[config.mk]
export PLATFORM = sky130hd
export DESIGN_NAME = data_mem_responder_flat
export DESIGN_NICKNAME = d
export VERILOG_FILES = /design/src/rtl/cpu_pkg.sv /design/src/rtl/data_mem_responder_if.sv /design/src/rtl/data_mem_array.sv /design/src/rtl/data_mem_responder.sv /design/src/flat_wrapper.sv
export SDC_FILE = /design/constraint.sdc
export NUM_CORES = 1
export LEC_CHECK = 0
export CAP_MARGIN = 10
export CORE_AREA = 2 2 118 120
export CTS_BUF_LIST = sky130_fd_sc_hd__clkbuf_4
export DETAILED_ROUTE_END_ITERATION = 10
export DIE_AREA = 0 0 120 122
export GPL_TIMING_DRIVEN = 0
export PLACE_DENSITY = 0.75
export SYNTH_ARGS = -nofsm -noshare
export SYNTH_HDL_FRONTEND = slang
export SYNTH_SLANG_ARGS = --single-unit
export TNS_END_PERCENT = 50
[constraint.sdc]
create_clock -name core_clk -period 2.4 [get_ports core_clk]
set_clock_uncertainty 0.15 [all_clocks]
set_input_delay 0.24 -clock core_clk [delete_from_list [all_inputs] [get_ports core_clk]]
set_output_delay 0.24 -clock core_clk [all_outputs]
set_load 0.1 [all_outputs]
[src/rtl/cpu_pkg.sv]
// Shared control-unit data-path types and widths (register block, ALU, data memory).
// Types only; no latency, no flow control.
package cpu_pkg;

  localparam int DATA_W = 8;
  localparam int ADDR_W = 4;
  localparam int CNT_W  = 3;

  typedef enum logic [1:0] {
    IDLE = 2'd0,
    WAIT = 2'd1,
    RESP = 2'd2
  } dm_state_t;

  typedef enum logic [1:0] {
    OP_RD  = 2'd0,
    OP_WR  = 2'd1,
    OP_BAD = 2'd2
  } dm_op_t;

  function automatic dm_op_t decode_op(input logic rd, input logic wr);
    if (rd && !wr) return OP_RD;
    if (wr && !rd) return OP_WR;
    return OP_BAD;
  endfunction

endpackage

[src/rtl/data_mem_responder_if.sv]
// Data-memory strobe interface between the control unit and the memory responder.
// No latency of its own; the control unit must hold off new strobes until d_done.
interface data_mem_responder_if #(
  parameter int ADDR_W = 4,
  parameter int DATA_W = 8
);
  logic [ADDR_W-1:0] addr;
  logic              m_r;
  logic              m_w;
  logic              d_act;
  logic [DATA_W-1:0] d_in;
  logic [DATA_W-1:0] m_out;
  logic              d_done;
  logic              d_busy;
  logic              d_err;

  modport master (
    output addr, m_r, m_w, d_act, d_in,
    input  m_out, d_done, d_busy, d_err
  );

  modport slave (
    input  addr, m_r, m_w, d_act, d_in,
    output m_out, d_done, d_busy, d_err
  );
endinterface

[src/rtl/data_mem_array.sv]
// DEPTH x DATA_W storage: synchronous write, registered synchronous read, async clear.
// One-cycle read latency; no backpressure.
module data_mem_array #(
  parameter int ADDR_W = 4,
  parameter int DATA_W = 8,
  parameter int DEPTH  = 2**ADDR_W
) (
  input  logic              core_clk,
  input  logic              arst_n,
  input  logic              wr_en,
  input  logic              rd_en,
  input  logic [ADDR_W-1:0] addr,
  input  logic [DATA_W-1:0] wr_dat,
  output logic [DATA_W-1:0] rd_dat
);

  logic [DATA_W-1:0] mem [DEPTH];

  always_ff @(posedge core_clk or negedge arst_n) begin
    if (!arst_n) begin
      for (int i = 0; i < DEPTH; i++) mem[i] <= '0;
      rd_dat <= '0;
    end else begin
      if (wr_en) mem[addr] <= wr_dat;
      if (rd_en) rd_dat <= mem[addr];
    end
  end

endmodule

[src/rtl/data_mem_responder.sv]
// Data-memory responder: one request in flight, access LATENCY edges after acceptance, d_done pulse after.
// Strobes arriving while a request is waiting are dropped; all outputs are registered.
module data_mem_responder
  import cpu_pkg::*;
#(
  parameter int ADDR_W  = cpu_pkg::ADDR_W,
  parameter int DATA_W  = cpu_pkg::DATA_W,
  parameter int DEPTH   = 2**ADDR_W,
  parameter int LATENCY = 2
) (
  input logic                  core_clk,
  input logic                  arst_n,
  data_mem_responder_if.slave  bus
);

  dm_state_t         state_q, state_d;
  logic [CNT_W-1:0]  cnt_q, cnt_d;
  logic [ADDR_W-1:0] addr_q;
  logic [DATA_W-1:0] din_q;
  dm_op_t            op_q;
  logic              accept;
  logic              wr_en;
  logic              rd_en;
  logic [DATA_W-1:0] rd_dat;

  always_ff @(posedge core_clk or negedge arst_n) begin
    if (!arst_n) begin
      state_q <= IDLE;
      cnt_q   <= '0;
      addr_q  <= '0;
      din_q   <= '0;
      op_q    <= OP_RD;
    end else begin
      state_q <= state_d;
      cnt_q   <= cnt_d;
      if (accept) begin
        addr_q <= bus.addr;
        din_q  <= bus.d_in;
        op_q   <= decode_op(bus.m_r, bus.m_w);
      end
    end
  end

  always_comb begin
    state_d = state_q;
    cnt_d   = cnt_q;
    accept  = 1'b0;
    wr_en   = 1'b0;
    rd_en   = 1'b0;
    case (state_q)
      IDLE, RESP: begin
        if (bus.d_act) begin
          accept  = 1'b1;
          cnt_d   = CNT_W'(LATENCY - 1);
          state_d = WAIT;
        end else begin
          state_d = IDLE;
        end
      end
      WAIT: begin
        // Strobes seen here are deliberately ignored: the in-flight request owns the latches.
        if (cnt_q == '0) begin
          wr_en   = (op_q == OP_WR);
          rd_en   = (op_q == OP_RD);
          state_d = RESP;
        end else begin
          cnt_d = cnt_q - 1'b1;
        end
      end
      default: state_d = IDLE;
    endcase
  end

  data_mem_array #(
    .ADDR_W (ADDR_W),
    .DATA_W (DATA_W),
    .DEPTH  (DEPTH)
  ) u_array (
    .core_clk (core_clk),
    .arst_n   (arst_n),
    .wr_en    (wr_en),
    .rd_en    (rd_en),
    .addr     (addr_q),
    .wr_dat   (din_q),
    .rd_dat   (rd_dat)
  );

  assign bus.m_out  = rd_dat;
  assign bus.d_done = (state_q == RESP);
  assign bus.d_busy = (state_q != IDLE);
  assign bus.d_err  = (state_q == RESP) && (op_q == OP_BAD);

endmodule

[src/flat_wrapper.sv]
// flat-port wrapper written by rule: the top's interface ports become plain ports
module data_mem_responder_flat import cpu_pkg::*;
#(
  parameter int ADDR_W  = cpu_pkg::ADDR_W,
  parameter int DATA_W  = cpu_pkg::DATA_W,
  parameter int DEPTH   = 2**ADDR_W,
  parameter int LATENCY = 2
)
  (core_clk, arst_n, bus_addr, bus_m_r, bus_m_w, bus_d_act, bus_d_in, bus_m_out, bus_d_done, bus_d_busy, bus_d_err);
  data_mem_responder_if #(.ADDR_W(ADDR_W), .DATA_W(DATA_W)) bus_i ();
  input logic core_clk;
  input logic arst_n;
  input wire logic [$bits(bus_i.addr)-1:0] bus_addr;
  input wire logic [$bits(bus_i.m_r)-1:0] bus_m_r;
  input wire logic [$bits(bus_i.m_w)-1:0] bus_m_w;
  input wire logic [$bits(bus_i.d_act)-1:0] bus_d_act;
  input wire logic [$bits(bus_i.d_in)-1:0] bus_d_in;
  output wire logic [$bits(bus_i.m_out)-1:0] bus_m_out;
  output wire logic [$bits(bus_i.d_done)-1:0] bus_d_done;
  output wire logic [$bits(bus_i.d_busy)-1:0] bus_d_busy;
  output wire logic [$bits(bus_i.d_err)-1:0] bus_d_err;
  assign bus_i.addr = bus_addr;
  assign bus_i.m_r = bus_m_r;
  assign bus_i.m_w = bus_m_w;
  assign bus_i.d_act = bus_d_act;
  assign bus_i.d_in = bus_d_in;
  assign bus_m_out = bus_i.m_out;
  assign bus_d_done = bus_i.d_done;
  assign bus_d_busy = bus_i.d_busy;
  assign bus_d_err = bus_i.d_err;
  data_mem_responder #(.ADDR_W(ADDR_W), .DATA_W(DATA_W), .DEPTH(DEPTH), .LATENCY(LATENCY)) u_core (.core_clk(core_clk), .arst_n(arst_n), .bus(bus_i));
endmodule
==> out/results.ini <==
[finish]
fillers=1043
fin_util=0.594
area_delta_synth_final_pct=12.1
final_cell_area_mm2=0.00803
nNetsFinal=535
drive_above_1_share=0.485

[power_and_ir_drop]
vdd_drop_max_mv=0.521
sequentialPowerShare=0.430
switching_power_w=0.00351
p_leak_nw=3.87
p_int_w=0.00537
p_comb_frac=0.386
swShare=0.395
power_density_mw_per_mm2=1110
clock_power_share=0.184

[cts]
cts_root_buffer=clkbuf_4
clock-sinks=155
cts_buffer_depth=2
cts_made_buffers=17
path_clk_slew_ns=0.12
insertion_delay_ns=0.56
h-tree-depth=4
cts_tree=built

[yosys]
ys.flop_type=dfrtp_1
synthXorXnorAreaFrac=0
ys_seq_elements=155
synthMuxAreaShare=0.338
synth_simple_gate_area_frac=0.0650
synthesis.nets=484
synth_area_mm2=0.00716
synth_edf_count=0
synth_top_family_by_area=multiplexers
synthCells=464
async_reset_ff_frac=1.00
synth_warnings=0
synthAdderAreaFrac=0.00524
yosysUniqueCellTypes=41
synth_compound_area_frac=0.0220
avgSynthCellArea_um2=15.4
synth_seq_area_share=0.542

[floorplanning]
core_area_mm2=0.0135
die_w_um=120
fp.dieArea_mm2=0.0146
boundaryPins=28
start_util=0.530
dieHeight_um=122
rows=43

[timing]
period_minus_slack_ns=2.31
finalHoldViolCount=0
fin_crit_sh=0.964
drv_slew=0
final.setup.tns_ns=0
fmax_mhz=432
worst_slew_pin_slew_ns=0.957
slew_headroom=0.365
rsz0062_at_grt=no
finalSetupViolations=0

[detailed_routing]
vias=4168
drtIter0Drc=294
dr.pass1.iters=5
avgViaCountPerCell=5.88
routedWlPerCell_um=22.4
wirelength_mm=15.9
drc_errors=0
drtAntennaViolNets=0

[placed_design]
portBuffers=27
place_hpwl_mm=10.5
place_congestion=0.797
placed_area_mm2=0.00768

[grt]
overflow=0
grt_pass1_wl_mm=25.3
grt_pass1_vias=4429
grt_max_degree=90
grt.total_usage=0.236
antenna_found_initial=1

[setup_path]
r2r-start=u_core.cnt_q[0]
path_max_fanout=8
cp-end-kind=flip-flop
arrival_ns=2.61
worstReg2RegEnd=u_core.u_array.mem[28]
critical_path_class=flip-flop to flip-flop
crit_path_start_kind=flip-flop
reg2reg_depth=9
crit_required_ns=2.69
ff2ff_setup_slack_ns=0.09

[job]
drv_cap=0

[run_status]
outcome=finished clean

[worst_hold_path]
hold_class=input port to asynchronous set/reset pin

-- final cells by class --
type | count | area [um2] | share of cell area
multi-input cells | 273 | 3090 | 0.386
flip-flops and latches | 155 | 3880 | 0.483
inverters | 7 | 26.3 | 0.00327
repair buffers | 32 | 332 | 0.0413
well taps | 180 | 225 | 0.0281
plain buffers | 29 | 178 | 0.0221
clock inverters | 14 | 154 | 0.0192
diodes | 1 | 2.50 | 0.000312
clock buffers | 18 | 135 | 0.0168
-- routing by layer --
metal  part of all wire  vias up  wire length (um)  GRT usage
li1                   -     1825                 -          -
met1               0.45     2231              7090      0.321
met2               0.50       94              8010      0.387
met3              0.039       18               618     0.0435
met4              0.012        0               193     0.0801
met5                  0        -                 0          0
-- synth_stat cells, drive strengths merged (2+ instances only) --
master	instances	share of area
a21oi	3	0.0021
mux2	145	0.23
nor2	6	0.0031
nand2	15	0.013
mux4	30	0.094
nor3	2	0.0037
dfrtp	155	0.54
ha	3	0.0052
clkbuf	12	0.0063
o2bb2ai	3	0.0037
buf	17	0.018
nor3b	2	0.0021
nand3b	3	0.0031
and2b	5	0.0058
or3	6	0.0052
a211o	5	0.0068
o21ai	10	0.0070
mux2i	8	0.011
nand3	13	0.014
inv	7	0.0037
and3	5	0.0044
-- power groups by stage --
stage                     clock [W]  combinational (W)  sequential [W]
final                       0.00164            0.00343         0.00382
after detailed placement          0            0.00345         0.00386
after global placement            0            0.00336         0.00382
after floorplan                   0            0.00213         0.00411
after global routing        0.00178            0.00365         0.00390
after CTS                   0.00165            0.00342         0.00381
-- timing repair --
| action | 4_1_cts | 5_1_grt |
|---|---|---|
| gates resized for setup | 18 | 5 |
| hold endpoints to repair | 66 | 0 |
| buffers inserted | 2 | 1 |
| endpoints found under the setup margin | 37 | 80 |
| hold buffers | 1 | 0 |
| pin swaps | 1 | 0 |
-- metrics by stage --
step                total power, W  setup WS [ns]  hold WS [ns]  instances
CTS                        0.00888        0.00259        0.0852        707
floorplan                  0.00625          0.166        -0.206        464
finish                     0.00889         0.0865        0.0778        709
global route               0.00933        0.00753         0.114        709
detailed placement         0.00731        -0.0816         0.126        672
global placement           0.00718          -4.94         0.312        671
-- sequential cells by signal (all words and copies together), names as in the netlist --
register / cells
u_core.din_q: 8
u_core.state_q: 2
u_core.u_array.mem: 128
u_core.op_q: 2
u_core.addr_q: 4
u_core.cnt_q: 3
u_core.u_array.rd_dat: 8
-- layout by cell type (no fill, tap or decap), drive strengths merged, types with 3 or more instances in the layout --
master,synthesis,final
a211o,5,5
a21oi,3,3
and2b,5,5
and3,5,5
buf,17,22
bufinv,0,3
clkbuf,12,31
clkdlybuf4s50,0,15
clkinv,0,10
dfrtp,155,155
dlygate4sd2,0,8
ha,3,3
inv,7,7
mux2,145,145
mux2i,8,8
mux4,30,30
nand2,15,15
nand3,13,13
nand3b,3,3
nor2,6,6
o21ai,10,10
o2bb2ai,3,3
or3,6,6
-- how the worst max path moves through the flow --
stage	startpoint	slack, ns	to	depth (start not counted)
global route	u_core.cnt_q[0]	0.008	u_core.u_array.mem[19]	9
global placement	arst_n	-4.94	u_core.u_array.mem[121]	1
CTS	u_core.addr_q[3]	0.003	u_core.u_array.rd_dat[3]	6
detailed placement	u_core.cnt_q[0]	-0.08	u_core.u_array.mem[20]	8
finish	u_core.cnt_q[0]	0.09	u_core.u_array.mem[28]	9
floorplan	u_core.state_q[0]	0.17	bus_d_err	2
-- worst max-delay path, stage by stage, from the launching register on --
cell	delay [ns]
dfrtp_1	0.38
inv_1	0.09
ha_2	0.20
ha_4	0.16
nand4bb_4	0.17
nor3_4	0.23
buf_12	0.15
and3_1	0.17
buf_6	0.18
mux2_4	0.32
-- logic make-up after synthesis --
logic type / Yosys count
multiplexers: 183
adder cells (fa/ha/maj): 3
AND/OR/NAND/NOR: 64
buffers and inverters: 36
flip-flops: 155
AO/OA/AOI/OAI: 23
(Power assumes the default switching activity.)
